<file path="config.mk">
export PLATFORM = sky130hd
export DESIGN_NAME = cordic_req_arbiter
export DESIGN_NICKNAME = d
export VERILOG_FILES = /design/src/rtl/cordic_req_arbiter.sv
export SDC_FILE = /design/constraint.sdc
export NUM_CORES = 1
export LEC_CHECK = 0
export BUFFER_PORTS_ARGS = -buffer_cell sky130_fd_sc_hd__buf_2
export CORE_UTILIZATION = 45
export DETAILED_ROUTE_END_ITERATION = 8
export GPL_ROUTABILITY_DRIVEN = 0
export PLACE_DENSITY = 0.68
export SYNTH_ARGS = -nofsm -noshare
export SYNTH_HDL_FRONTEND = slang
export SYNTH_SLANG_ARGS = --single-unit
</file>
<file path="constraint.sdc">
create_clock -name clk -period 7.5 [get_ports clk]
set_clock_uncertainty 0.15 [all_clocks]
set_input_delay 0.75 -clock clk [delete_from_list [all_inputs] [get_ports clk]]
set_output_delay 0.75 -clock clk [all_outputs]
set_load 0.01 [all_outputs]
</file>
<file path="src/rtl/cordic_req_arbiter.sv">
// cordic_req_arbiter: shares one pipelined cosine CORDIC core between two
// requesters. Round-robin issue of at most one operand per cycle; since the
// core carries no valid, a latency-matched {valid,id} tag pipeline follows
// each operand and steers the result into that requester's result FIFO.
// Credit (in-flight + buffered < RFIFO_DEPTH) guarantees no result is lost.
//
// Ports:
//   clk, rst                      clock, synchronous active-high reset
//   req{0,1}_valid/ready/data     operand handshake (ready = grant)
//   rsp{0,1}_valid/ready/data     first-word-fall-through result FIFOs
//   cordic_dataa                  registered operand to the core
//   cordic_result                 core output, LATENCY edges after dataa
//   busy                          any op in flight or any result buffered

// Per-requester FWFT result FIFO. Pushes never overflow (credit upstream);
// a pop while empty is ignored.
module cordic_rsp_fifo #(
   parameter int W     = 32,
   parameter int DEPTH = 4
) (
   input  logic                   clk,
   input  logic                   rst,
   input  logic                   push,
   input  logic [W-1:0]           push_data,
   input  logic                   pop,
   output logic                   valid,
   output logic [W-1:0]           data,
   output logic [$clog2(DEPTH):0] count
);
   localparam int AW = $clog2(DEPTH);

   logic [W-1:0]  mem [DEPTH];
   logic [AW-1:0] wr_ptr, rd_ptr;
   logic          do_pop;

   assign valid  = (count != '0);
   assign data   = mem[rd_ptr];
   assign do_pop = pop & valid;

   // Storage is not reset; only pointers/count define contents.
   always_ff @(posedge clk) begin
      if (push) mem[wr_ptr] <= push_data;
   end

   // Power-of-two depth: pointers wrap naturally.
   always_ff @(posedge clk) begin
      if (rst) begin
         wr_ptr <= '0;
         rd_ptr <= '0;
         count  <= '0;
      end else begin
         if (push)   wr_ptr <= wr_ptr + AW'(1);
         if (do_pop) rd_ptr <= rd_ptr + AW'(1);
         case ({push, do_pop})
            2'b10:   count <= count + (AW+1)'(1);
            2'b01:   count <= count - (AW+1)'(1);
            default: count <= count;
         endcase
      end
   end
endmodule

module cordic_req_arbiter #(
   parameter int W           = 32,
   parameter int LATENCY     = 4,
   parameter int RFIFO_DEPTH = 4
) (
   input  logic         clk,
   input  logic         rst,
   input  logic         req0_valid,
   output logic         req0_ready,
   input  logic [W-1:0] req0_data,
   input  logic         req1_valid,
   output logic         req1_ready,
   input  logic [W-1:0] req1_data,
   output logic         rsp0_valid,
   input  logic         rsp0_ready,
   output logic [W-1:0] rsp0_data,
   output logic         rsp1_valid,
   input  logic         rsp1_ready,
   output logic [W-1:0] rsp1_data,
   output logic [W-1:0] cordic_dataa,
   input  logic [W-1:0] cordic_result,
   output logic         busy
);
   localparam int NREQ = 2;
   localparam int CW   = $clog2(RFIFO_DEPTH) + 1;

   logic [NREQ-1:0]         req_valid, rsp_ready, eligible, grant, credit;
   logic [NREQ-1:0]         push, fifo_vld;
   logic [NREQ-1:0][W-1:0]  rsp_data;
   logic [NREQ-1:0][CW-1:0] inflight, fifo_cnt;
   logic [NREQ-1:0][CW:0]   outstanding;
   logic                    rr;          // 1: requester 1 wins a tie
   logic                    issue, issue_id;
   logic [LATENCY-1:0]      vld_pipe, id_pipe;

   assign req_valid = {req1_valid, req0_valid};
   assign rsp_ready = {rsp1_ready, rsp0_ready};

   // Credit uses registered counts only: a same-cycle pop does not free a slot.
   always_comb begin
      eligible = req_valid & credit & {NREQ{~rst}};
      grant    = eligible;
      if (&eligible) grant = rr ? 2'b10 : 2'b01;
   end

   assign issue      = |grant;
   assign issue_id   = grant[1];
   assign req0_ready = grant[0];
   assign req1_ready = grant[1];

   // Operand register, rr pointer and tag pipeline. Stage LATENCY-1 lines up
   // with cordic_result carrying the matching result.
   always_ff @(posedge clk) begin
      if (rst) begin
         vld_pipe     <= '0;
         id_pipe      <= '0;
         cordic_dataa <= '0;
         rr           <= 1'b0;
      end else begin
         vld_pipe[0] <= issue;
         id_pipe[0]  <= issue_id;
         for (int i = 1; i < LATENCY; i++) begin
            vld_pipe[i] <= vld_pipe[i-1];
            id_pipe[i]  <= id_pipe[i-1];
         end
         if (issue) begin
            cordic_dataa <= issue_id ? req1_data : req0_data;
            rr           <= ~issue_id;
         end
      end
   end

   genvar k;
   generate
      for (k = 0; k < NREQ; k++) begin : g_lane
         assign push[k]        = vld_pipe[LATENCY-1] & (id_pipe[LATENCY-1] == 1'(k));
         assign outstanding[k] = {1'b0, inflight[k]} + {1'b0, fifo_cnt[k]};
         assign credit[k]      = outstanding[k] < (CW+1)'(RFIFO_DEPTH);

         always_ff @(posedge clk) begin
            if (rst) inflight[k] <= '0;
            else begin
               case ({grant[k], push[k]})
                  2'b10:   inflight[k] <= inflight[k] + CW'(1);
                  2'b01:   inflight[k] <= inflight[k] - CW'(1);
                  default: inflight[k] <= inflight[k];
               endcase
            end
         end

         cordic_rsp_fifo #(.W(W), .DEPTH(RFIFO_DEPTH)) u_fifo (
            .clk       (clk),
            .rst       (rst),
            .push      (push[k]),
            .push_data (cordic_result),
            .pop       (rsp_ready[k]),
            .valid     (fifo_vld[k]),
            .data      (rsp_data[k]),
            .count     (fifo_cnt[k])
         );
      end
   endgenerate

   assign rsp0_valid = fifo_vld[0] & ~rst;
   assign rsp1_valid = fifo_vld[1] & ~rst;
   assign rsp0_data  = rsp_data[0];
   assign rsp1_data  = rsp_data[1];
   assign busy       = ~rst & ((|inflight[0]) | (|inflight[1]) | (|fifo_vld));
endmodule

</file>
==> results.tsv, run 1 <==
stage	metric	value	unit
status	status	complete, no violations	
pwr	pwr dens	261	nW/µm²
sta	fin crit period	3.75	ns
clocking	total CTS buffers	34	
synth	largest family of logic cells by synthesized area	multiplexers	
floorplan	Boundary Pins	203	
pwr	static leakage	0.00505	µW
synth	ys flop type	edfxtp_1	
critical_path	Critical Path RT	6.60	ns
synth	post-synthesis xor/xnor area fraction	0.00987	
layout	P&R area growth vs syn	18.2	%
critical_path	worst reg2reg path depth	11	
clocking	CTS Hold Bufs	0	
synth	number of synthesized flops with an enable pin	256	
sta	f_max	0.267	GHz
floorplan	initial core utilization	0.460	
sta	Slew @ Worst Pin	1.21	ns
critical_path	CP Launch Type	register	
clocking	Clock Tree Buf Depth	3	
clocking	Root Buffer	clkbuf_16	
run	max-cap violation count	0	
clocking	clock sinks	321	
global_route	first-pass GRT wire length	40300	µm
synth	Yosys warning total	0	
drt	DR vias/cell	5.50	
layout	final core utilization	0.543	
synth	Compound-Gate Fraction of Synth Area	0.0570	
worst_hold_path	Hold Crit Start	id_pipe[0]	
critical_path	critical path data arrival time	2.85	ns
place	Final HPWL DP	15300	µm
floorplan	Std-Cell Rows	60	
critical_path	R2R Path Start	g_lane[1].u_fifo.count[2]	
synth	register bit total from synthesis	321	
floorplan	die span in x	168	µm
synth	Unique masters post-synth	33	
sta	Tcrit/Tclk final	0.500	
drt	1st-iter DRT viols	403	
synth	Mapped Area	12400	µm²
drt	final wirelength	25800	µm
critical_path	flop2flop setup slack	4.06	ns
pwr	VDD IR max	0.128	mV
sta	Slew Limit Fails	0	
sta	Hold Slack	0.290	ns
critical_path	kind of critical path	reg2out	
layout	nets@finish	1020	
clocking	H-tree levels	2	
drt	First-pass DRT Iterations	5	
critical_path	Worst Path Max Fanout	35	
drt	routed len/inst	20.4	µm
floorplan	Die Area	28300	µm²
synth	mux cell area share after synthesis	0.116	
synth	sequential fraction of the synthesis area	0.724	
place	placed cells	1203	
drt	DRC Markers	0	
synth	Post-Synth Simple-Gate Area	0.0416	
sta	RSZ-0062 raised after global routing	no	
synth	ys async rst share	0	
synth	Syn Area/Cell	17.7	µm²
worst_hold_path	Endpoint, Worst Hold	id_pipe[1]	
clocking	post-cts gate resize count	0	
layout	fin cells	1265	
critical_path	crit end category	primary output	
global_route	vias in the first global route	7154	
global_route	initial antenna violation count	4	
global_route	largest net degree at the start of global routing	67	
drt	final antenna-violating net count	0	
global_route	All-Layer GR Usage	0.187	
worst_hold_path	WHS Path Cells	1	
critical_path	FF-to-FF End	inflight[5]	
synth	adder-cell area share of the yosys netlist	0.0226	
synth	synthesized netlist net count	824	
floorplan	die height	168	µm
layout	layout cell share with drive strength beyond 1	0.362	
synth	cell count after synthesis	702	
drt	DR vias	6954	
sta	setup tns final	0	ns
clocking	clk slew on worst S/H paths	0.06	ns
sta	Max transition margin	0.189	
floorplan	core area	27000	µm²
clocking	clock tree from TritonCTS	built	
global_route	grt ovf	0	
place	IO buf count	202	
sta	Hold Fails Final Rpt	0	
clocking	worst skew pair latency	0.50	ns
clocking	post-CTS setup buffer count	0	
worst_hold_path	hold crit path type	reg2reg	
sta	# setup viols final	0	
worst max-delay path: stages, from the launching register on:
cell,delay (ns)
dfxtp_1,0.42
ha_1,0.29
nor4b_4,0.23
nand3_1,0.84
nor2_1,0.38
buf_2,0.18
state kept, by name, indices dropped and copies added, names as in the netlist, named ones only:
name,cells
g_lane.u_fifo.mem,256
cordic_dataa,32
g_lane.u_fifo.count,6
inflight,6
g_lane.u_fifo.rd_ptr,4
g_lane.u_fifo.wr_ptr,4
id_pipe,4
vld_pipe,4
rr,1
worst max-delay path by stage:
stage                                    startpoint  cells past startpoint  slack (ns)           to
after floorplan                                 rst                     13        4.40  inflight[2]
after global placement                          rst                     11        3.60  inflight[5]
after detailed placement                        rst                     11        3.55  inflight[5]
after CTS                 g_lane[1].u_fifo.count[2]                      5        3.70   req1_ready
after global routing      g_lane[1].u_fifo.count[2]                      5        3.47   req1_ready
final                     g_lane[1].u_fifo.count[2]                      5        3.75   req1_ready
Yosys cell counts (all sizes together) (2+ instances only):
library cell | n | area share
dfxtp | 65 | 0.10
nand3 | 36 | 0.015
xnor2 | 4 | 0.0028
a211oi | 32 | 0.019
nand2 | 7 | 0.0021
clkbuf | 15 | 0.0045
a21oi | 11 | 0.0044
o31a | 2 | 0.0014
mux4 | 64 | 0.12
nor3 | 2 | 0.00081
and2 | 5 | 0.0025
inv | 21 | 0.0063
buf | 32 | 0.018
or3 | 4 | 0.0020
ha | 16 | 0.016
a31oi | 33 | 0.017
edfxtp | 256 | 0.62
o21ai | 36 | 0.015
nor4b | 2 | 0.0031
fa | 4 | 0.0064
xor2 | 10 | 0.0071
nor2 | 28 | 0.0085
nor2b | 7 | 0.0035
and3 | 7 | 0.0035
through the flow:
| stage | total power [µW] | setup slack (ns) | cell area [µm²] |
|---|---|---|---|
| after floorplan | 2190 | 4.40 | 12400 |
| after global placement | 2300 | 3.60 | 13600 |
| after detailed placement | 2300 | 3.55 | 13600 |
| after CTS | 3870 | 3.70 | 14700 |
| after global routing | 3960 | 3.47 | 14700 |
| final | 3830 | 3.75 | 14700 |
layout make-up:
| type | instances | area (µm²) |
|---|---|---|
| clock buffer | 47 | 946 |
| antenna | 2 | 5.00 |
| inverter | 21 | 78.8 |
| multi-input combinational | 313 | 3080 |
| timing repair buffer | 207 | 1050 |
| tap | 341 | 427 |
| sequential | 321 | 8990 |
| clock inverter | 13 | 106 |
| fill | 2172 | 12300 |
cells in the final DEF (no fill, tap or decap), drive strengths merged:
| cell | instances |
|---|---|
| or2 | 1 |
| bufinv | 1 |
| edfxtp | 256 |
| nor4 | 1 |
| nand3 | 36 |
| clkbuf | 47 |
| a21oi | 11 |
| buf | 207 |
| nor4b | 2 |
| a211oi | 32 |
| o21ai | 36 |
| and2 | 5 |
| mux4 | 64 |
| a31oi | 33 |
| and3 | 7 |
| diode | 2 |
| ha | 16 |
| nor3 | 2 |
| inv | 21 |
| nor2b | 7 |
| a41oi | 1 |
| o31a | 2 |
| dfxtp | 65 |
| fa | 4 |
| xnor2 | 4 |
| clkinv | 12 |
| xor2 | 10 |
| nand2 | 7 |
| nor2 | 28 |
| or3 | 4 |
report_power, final:
part	internal (µW)	leakage [µW]	total [µW]	switching, µW
registers	1960	0.00284	1990	33.8
clock network	920	0.000519	1570	652
logic	121	0.00169	270	149
total	3000	0.00505	3830	835
cells by family after synthesis:
kind of cell,Yosys count
flip-flops,321
AO/OA/AOI/OAI,115
AND/OR/NAND/NOR,100
buffers and inverters,68
multiplexers,64
adder cells (fa/ha/maj),20
XOR/XNOR,14
per-layer routing:
metal,GRT usage,up-vias,part of all wire
met5,0,-,0.0011
met4,0.0605,4,0.024
met3,0.0451,52,0.068
met1,0.241,3439,0.42
li1,-,3184,-
met2,0.314,275,0.48
(Power assumes the default switching activity.)
==> inputs of run 2 (changes only) <==
Clock period 7.5 ns to 3.9 ns, I/O delays scaled along.
==> run 2 against run 1 <==
Effect of this change:
- sequential cell count stayed put
- worst hold slack lost 0.27 ns
- utilization grew 1.3 points
- largest cell class unchanged
==> results.tsv, run 2 (synthesized netlist as in run 1, its figures left out) <==
stage	metric	value	unit	change
status	status	complete, no violations		unchanged
run	max-cap violation count	0		unchanged
drt	routed len/inst	20.0	µm	was 20.4 µm
layout	layout cell share with drive strength beyond 1	0.351		was 0.362
global_route	largest net degree at the start of global routing	66		was 67
clocking	clock sinks	321		unchanged
sta	setup tns final	0	ns	unchanged
sta	RSZ-0062 raised after global routing	no		unchanged
clocking	Root Buffer	clkbuf_16		unchanged
sta	f_max	0.313	GHz	
place	IO buf count	202		unchanged
layout	nets@finish	1057		was 1,020
clocking	Clock Tree Buf Depth	3		unchanged
drt	1st-iter DRT viols	530		was 403
layout	fin cells	1301		was 1,265
pwr	Pwr Total	7390	µW	was 3830 µW
sta	Slew Limit Fails	0		unchanged
layout	number of flip-flops in the largest register	256		unchanged
critical_path	Critical Path RT	4.14	ns	was 6.60 ns
pwr	static leakage	0.00520	µW	was 0.00505 µW
layout	biggest regs	g_lane.u_fifo.mem: 256 flops, cordic_dataa: 32 flops		unchanged
clocking	post-CTS setup buffer count	0		unchanged
clocking	total CTS buffers	35		was 34
pwr	pwr dens	492	nW/µm²	was 261 nW/µm²
sta	PnR worst setup slack	0.702	ns	was 3.75 ns
critical_path	CP Launch Type	register		unchanged
floorplan	die height	168	µm	unchanged
sta	Hold Fails Final Rpt	0		unchanged
critical_path	crit end category	register		was primary output
layout	# fillers	2126		was 2,172
worst_hold_path	hold crit path type	in2reg		was reg2reg
place	placed cells	1209		was 1,203
critical_path	kind of critical path	reg2reg		was reg2out
critical_path	Worst Path Max Fanout	65		was 35
sta	Tcrit/Tclk final	0.820		
floorplan	Boundary Pins	203		unchanged
floorplan	initial core utilization	0.460		unchanged
drt	final antenna-violating net count	0		unchanged
clocking	H-tree levels	2		unchanged
sta	Max transition margin	0.310		was 0.189
sta	Slew @ Worst Pin	1.04	ns	was 1.21 ns
sta	fin crit period	3.20	ns	
clocking	clock tree from TritonCTS	built		unchanged
sta	# setup viols final	0		unchanged
layout	commonest non-fill, non-tap cells in the layout	edfxtp_1 (256), buf_2 (202), mux4_2 (64)		unchanged
global_route	grt ovf	0		unchanged
drt	final wirelength	26000	µm	was 25,800 µm
global_route	All-Layer GR Usage	0.185		was 0.187
global_route	vias in the first global route	7202		was 7,154
floorplan	Die Area	28300	µm²	unchanged
floorplan	core area	27000	µm²	unchanged
layout	commonest non-fill, non-tap cell in the layout	edfxtp_1		unchanged
pwr	VDD IR max	0.405	mV	was 0.128 mV
drt	DR vias	7107		was 6,954
drt	First-pass DRT Iterations	5		unchanged
drt	DRC Markers	0		unchanged
floorplan	die span in x	168	µm	unchanged
place	dpl ws	1.14	ns	was 3.55 ns
place	Final HPWL DP	15200	µm	was 15,300 µm
clocking	worst skew pair latency	0.50	ns	about the same
floorplan	Std-Cell Rows	60		unchanged
layout	Biggest register	g_lane.u_fifo.mem		unchanged
drt	DR vias/cell	5.46		was 5.50
critical_path	critical path data arrival time	3.43	ns	was 2.85 ns
layout	final core utilization	0.556		was 0.543
layout	P&R area growth vs syn	21.0	%	was 18.2%
global_route	initial antenna violation count	2		was 4
clocking	clk slew on worst S/H paths	0.06	ns	about the same
global_route	first-pass GRT wire length	40000	µm	was 40,300 µm
## run 2: timing repair
item	in CTS	in global routing
hold buffers	30	0
endpoints found under the setup margin	0	0
gates resized for setup	0	0
endpoints found under the hold margin	143	0
## run 2: layout make-up
cell class / count / area, µm² / share of cell area
antenna: 1 / 2.50 / 0.000167
sequential: 321 / 8990 / 0.598
inverter: 21 / 78.8 / 0.00524
timing repair buffer: 243 / 1410 / 0.0936
clock buffer: 49 / 940 / 0.0625
multi-input combinational: 313 / 3080 / 0.205
clock inverter: 12 / 101 / 0.00674
tap: 341 / 427 / 0.0284
## run 2: worst paths after layout
path	start	end	slack, ns	depth (start not counted)
min reg2reg	id_pipe[1]	id_pipe[2]	0.28	1
max reg2reg	g_lane[1].u_fifo.count[2]	cordic_dataa[7]	0.70	8
max	g_lane[1].u_fifo.count[2]	cordic_dataa[7]	0.70	8
min	req0_data[1]	cordic_dataa[1]	0.02	3
## run 2: metal layers
layer / up-vias / routed length (µm) / track usage
met5: - / 17 / 0
met4: 2 / 384 / 0.0447
met3: 36 / 2130 / 0.0454
met2: 271 / 12700 / 0.305
met1: 3543 / 10800 / 0.248
li1: 3255 / - / -
## run 2: worst max-delay path, stage by stage (launching register included)
cell and delay, ns:
dfxtp_1 0.39, ha_1 0.28, nor4b_4 0.23, and3_2 0.23, buf_4 0.52, or2_1 0.21, buf_4 0.33, a31oi_1 0.12
dlygate4sd3_1 0.57
## run 2: report_power, final
group          leakage [µW]  switching, µW  internal, µW  total (µW)
registers           0.00284           62.4          3770        3830
logic               0.00185            297           262         559
clock network      0.000508           1250          1750        3000
## run 2: per-stage QoR
| stage | hold WS (ns) | area [µm²] |
|---|---|---|
| finish | 0.0157 | 15000 |
| CTS | 0.000141 | 15000 |
| floorplan | 0.264 | 12400 |
| detailed placement | 0.278 | 13700 |
| global placement | 0.271 | 13700 |
| global route | 0.00774 | 15000 |
==> inputs of run 3 (changes only) <==
Settings changed: ABC_AREA set to 1, PLACE_DENSITY 0.68 to 0.7.
Clock period 3.9 ns to 2.65 ns, I/O delays scaled along.
==> run 3 against run 2 <==
Effect of this change:
- count of clock-buffer cells in the layout shrank 3
- area after synthesis is 2.6% higher
- worst hold slack gained 0.0080 ns
- sequential share of layout area is 5.0 points lower
- final cell count increased by 39%
- critical path type is now reg2out
- highest routed layer is now met4
==> results.tsv, run 3 <==
stage	metric	value	unit	change
layout	biggest regs	g_lane.u_fifo.mem: 256 flops, cordic_dataa: 32 flops		unchanged
drt	DR vias	9526		was 7,107
synth	synthesized netlist net count	1225		was 824
critical_path	Cell Chain, Critical Path	inv_2 > buf_4 > o21ai_0 > o22ai_1 > buf_2		was ha_1 > nor4b_4 > and3_2 > buf_4 > or2_1 > buf_4 > a31oi_1 > dlygate4sd3_1
sta	RSZ-0062 raised after global routing	yes		was no
sta	PnR worst setup slack	0.140	ns	was 0.702 ns
pwr	VDD IR max	0.392	mV	was 0.405 mV
critical_path	worst reg2reg path depth	10		was 8
layout	layout cell share with drive strength beyond 1	0.211		was 0.351
clocking	total CTS buffers	34		was 35
critical_path	flop2flop setup slack	0.17	ns	was 0.70 ns
synth	Mapped Area	12700	µm²	was 12,400 µm²
synth	cell taking the most area after synthesis	edfxtp_1		unchanged
drt	DRC Markers	0		unchanged
critical_path	CP Launch Type	register		unchanged
sta	fin crit period	2.51	ns	
drt	First-pass DRT Iterations	5		unchanged
worst_hold_path	hold crit path type	in2reg		unchanged
layout	# fillers	2175		was 2,126
sta	Slew Limit Fails	0		unchanged
drt	DR vias/cell	5.25		was 5.46
floorplan	die height	170	µm	was 168 µm
floorplan	initial core utilization	0.458		was 0.460
pwr	pwr dens	721	nW/µm²	was 492 nW/µm²
place	IO buf count	202		unchanged
critical_path	Worst Path Max Fanout	26		was 65
pwr	Int Power	8930	µW	was 5780 µW
clocking	clock sinks	321		unchanged
critical_path	FF-to-FF End	cordic_dataa[4]		was cordic_dataa[7]
layout	# diodes	0		was 1
clocking	post-CTS setup buffer count	0		unchanged
place	Cell Area, Placed	14300	µm²	was 13,700 µm²
worst_hold_path	WHS Path Cells	4		was 3
sta	Hold Fails Final Rpt	0		unchanged
synth	Unique masters post-synth	25		was 33
critical_path	critical path data arrival time	2.10	ns	was 3.43 ns
sta	Max transition margin	0.627		was 0.310
place	Final HPWL DP	18600	µm	was 15,200 µm
layout	fin cells	1813		was 1,301
layout	commonest non-fill, non-tap cells in the layout	edfxtp_1 (256), buf_2 (202), nor2_1 (151)		was edfxtp_1 (256), buf_2 (202), mux4_2 (64)
sta	# setup viols final	0		unchanged
place	dpl ws	0.0451	ns	was 1.14 ns
pwr	Sequential Power Share	0.478		was 0.518
synth	register bit total from synthesis	321		unchanged
layout	number of flip-flops in the largest register	256		unchanged
drt	routed len/inst	17.4	µm	was 20.0 µm
clocking	Clock Tree Buf Depth	3		unchanged
synth	most common cell in the netlist	edfxtp_1		unchanged
layout	commonest non-fill, non-tap cell in the layout	edfxtp_1		unchanged
clocking	worst skew pair latency	0.50	ns	about the same
global_route	largest net degree at the start of global routing	35		was 66
synth	cell count after synthesis	1103		was 702
pwr	static leakage	0.00646	µW	was 0.00520 µW
floorplan	die span in x	170	µm	was 168 µm
pwr	Clock Power Share	0.396		was 0.406
global_route	grt ovf	0		unchanged
layout	final core utilization	0.588		was 0.556
clocking	Root Buffer	clkbuf_16		unchanged
clocking	clk slew on worst S/H paths	0.06	ns	about the same
run	max-cap violation count	0		unchanged
drt	1st-iter DRT viols	699		was 530
layout	Biggest register	g_lane.u_fifo.mem		unchanged
global_route	vias in the first global route	9326		was 7,202
layout	P&R area growth vs syn	28.5	%	was 21.0%
synth	number of synthesized flops with an enable pin	256		unchanged
synth	post-synth top area share	0.603		was 0.619
synth	Yosys warning total	0		unchanged
global_route	first-pass GRT wire length	48800	µm	was 40,000 µm
pwr	Switching Power	2890	µW	was 1610 µW
floorplan	Boundary Pins	203		unchanged
global_route	initial antenna violation count	0		was 2
floorplan	core area	27900	µm²	was 27,000 µm²
place	placed cells	1656		was 1,209
worst_hold_path	Hold Crit Start	rsp1_ready		was req0_data[1]
sta	f_max	0.398	GHz	
drt	final antenna-violating net count	0		unchanged
critical_path	Critical Path RT	2.24	ns	was 4.14 ns
critical_path	kind of critical path	reg2out		was reg2reg
pwr	Comb pwr share	0.126		was 0.076
layout	Design Area, Final	16400	µm²	was 15,000 µm²
synth	top cells by count, synth	edfxtp_1 (256), nor2_1 (160), o21ai_0 (148), inv_1 (118), nand3_1 (99)		was edfxtp_1 (256), dfxtp_1 (65), mux4_2 (64), nand3_1 (36), a31oi_1 (33)
critical_path	R2R Path Start	inflight[4]		was g_lane[1].u_fifo.count[2]
sta	Slew @ Worst Pin	0.559	ns	was 1.04 ns
synth	Syn Area/Cell	11.6	µm²	was 17.7 µm²
critical_path	crit end category	primary output		was register
synth	top post-synthesis cells by area	edfxtp_1 (60%), dfxtp_1 (10%), o21ai_0 (5.8%), nor2_1 (4.7%), nand3_1 (3.9%)		was edfxtp_1 (62%), mux4_2 (12%), dfxtp_1 (10%), a211oi_1 (1.9%), a31oi_1 (1.7%)
drt	final wirelength	31500	µm	was 26,000 µm
layout	nets@finish	1533		was 1,057
synth	sequential fraction of the synthesis area	0.705		was 0.724
clocking	H-tree levels	2		unchanged
synth	ys async rst share	0		unchanged
synth	ys flop type	edfxtp_1		unchanged
global_route	All-Layer GR Usage	0.218		was 0.185
critical_path	Max stage delay cell, worst path	dfxtp_2		was dlygate4sd3_1
sta	setup tns final	0	ns	unchanged
pwr	switching portion of total power	0.245		was 0.218
status	status	complete, no violations		unchanged
critical_path	CP max stage delay	0.42	ns	was 0.57 ns
clocking	clock tree from TritonCTS	built		unchanged
floorplan	Std-Cell Rows	61		was 60
sta	Tcrit/Tclk final	0.947		
floorplan	Die Area	29000	µm²	was 28,300 µm²
==> run 3: cell count changes after synthesis, moves of 32 or more <==
cell | before | now
o21ai_0 | 31 | 148
mux4_2 | 64 | 0
nand3_1 | 36 | 99
o22ai_1 | 0 | 64
nand2_1 | 7 | 71
nor2_1 | 28 | 160
a211oi_1 | 32 | 0
a31oi_1 | 33 | 0
inv_1 | 20 | 118
==> run 3: cells by family (layout without fill, tap and decap cells) <==
group	after synthesis	count (layout)	share of synthesized area
AO/OA/AOI/OAI	238	238	0.100
adder cells (fa/ha/maj)	20	20	0.0220
buffers and inverters	182	514	0.0580
flip-flops	321	321	0.705
AND/OR/NAND/NOR	342	342	0.115
==> run 3: final cells by class <==
type	count	area (µm²)	share of cell area
well taps	378	473	0.0289
inverters	122	463	0.0283
multi-input cells	600	3090	0.188
repair buffers	332	2270	0.138
clock buffers	46	937	0.0572
clock inverters	14	165	0.0101
flip-flops and latches	321	8990	0.549
==> run 3: how the worst max path moves through the flow <==
stage	from	to	slack (ns)	depth (start not counted)
floorplan	vld_pipe[3]	g_lane[0].u_fifo.mem[0][0]	0.03	4
global placement	inflight[4]	inflight[2]	0.12	15
detailed placement	inflight[4]	inflight[2]	0.05	15
CTS	inflight[4]	cordic_dataa[5]	0.04	10
global route	inflight[4]	inflight[2]	-0.08	15
finish	register	rsp1_data[12]	0.14	5
==> run 3: worst max-delay path, delay by kind of cell (launching register included) <==
family | cells | cell delay [ns]
flops | 1 | 0.42
compound gates | 2 | 0.37
buf+inv | 3 | 0.79
==> run 3: through the flow <==
stage | total power [µW] | hold WS [ns]
floorplan | 6480 | 0.214
global placement | 7040 | 0.240
detailed placement | 7070 | 0.242
CTS | 11900 | 0.0299
global route | 12300 | 0.0521
finish | 11800 | 0.0237
==> run 3: what timing repair did <==
action | 4_1_cts | 5_1_grt
resized for setup | 4 | 9
hold buffers | 97 | 0
gates cloned | 0 | 0
setup endpoints to repair | 1 | 45
endpoints found under the hold margin | 292 | 0
==> run 3: per-layer routing <==
| metal | wire (µm) | up-vias | GRT usage |
|---|---|---|---|
| met5 | 0 | - | 0 |
| met4 | 983 | 0 | 0.0850 |
| met3 | 2250 | 74 | 0.0426 |
| met2 | 15400 | 425 | 0.376 |
| met1 | 12800 | 4557 | 0.270 |
| li1 | - | 4470 | - |
==> run 3: power groups by stage <==
| stage | logic [µW] | registers [µW] | clock network [µW] |
|---|---|---|---|
| after floorplan | 721 | 5760 | 0 |
| after global placement | 1300 | 5750 | 0 |
| after detailed placement | 1320 | 5750 | 0 |
| after CTS | 1470 | 5650 | 4760 |
| after global routing | 1640 | 5670 | 4970 |
| final | 1490 | 5650 | 4680 |
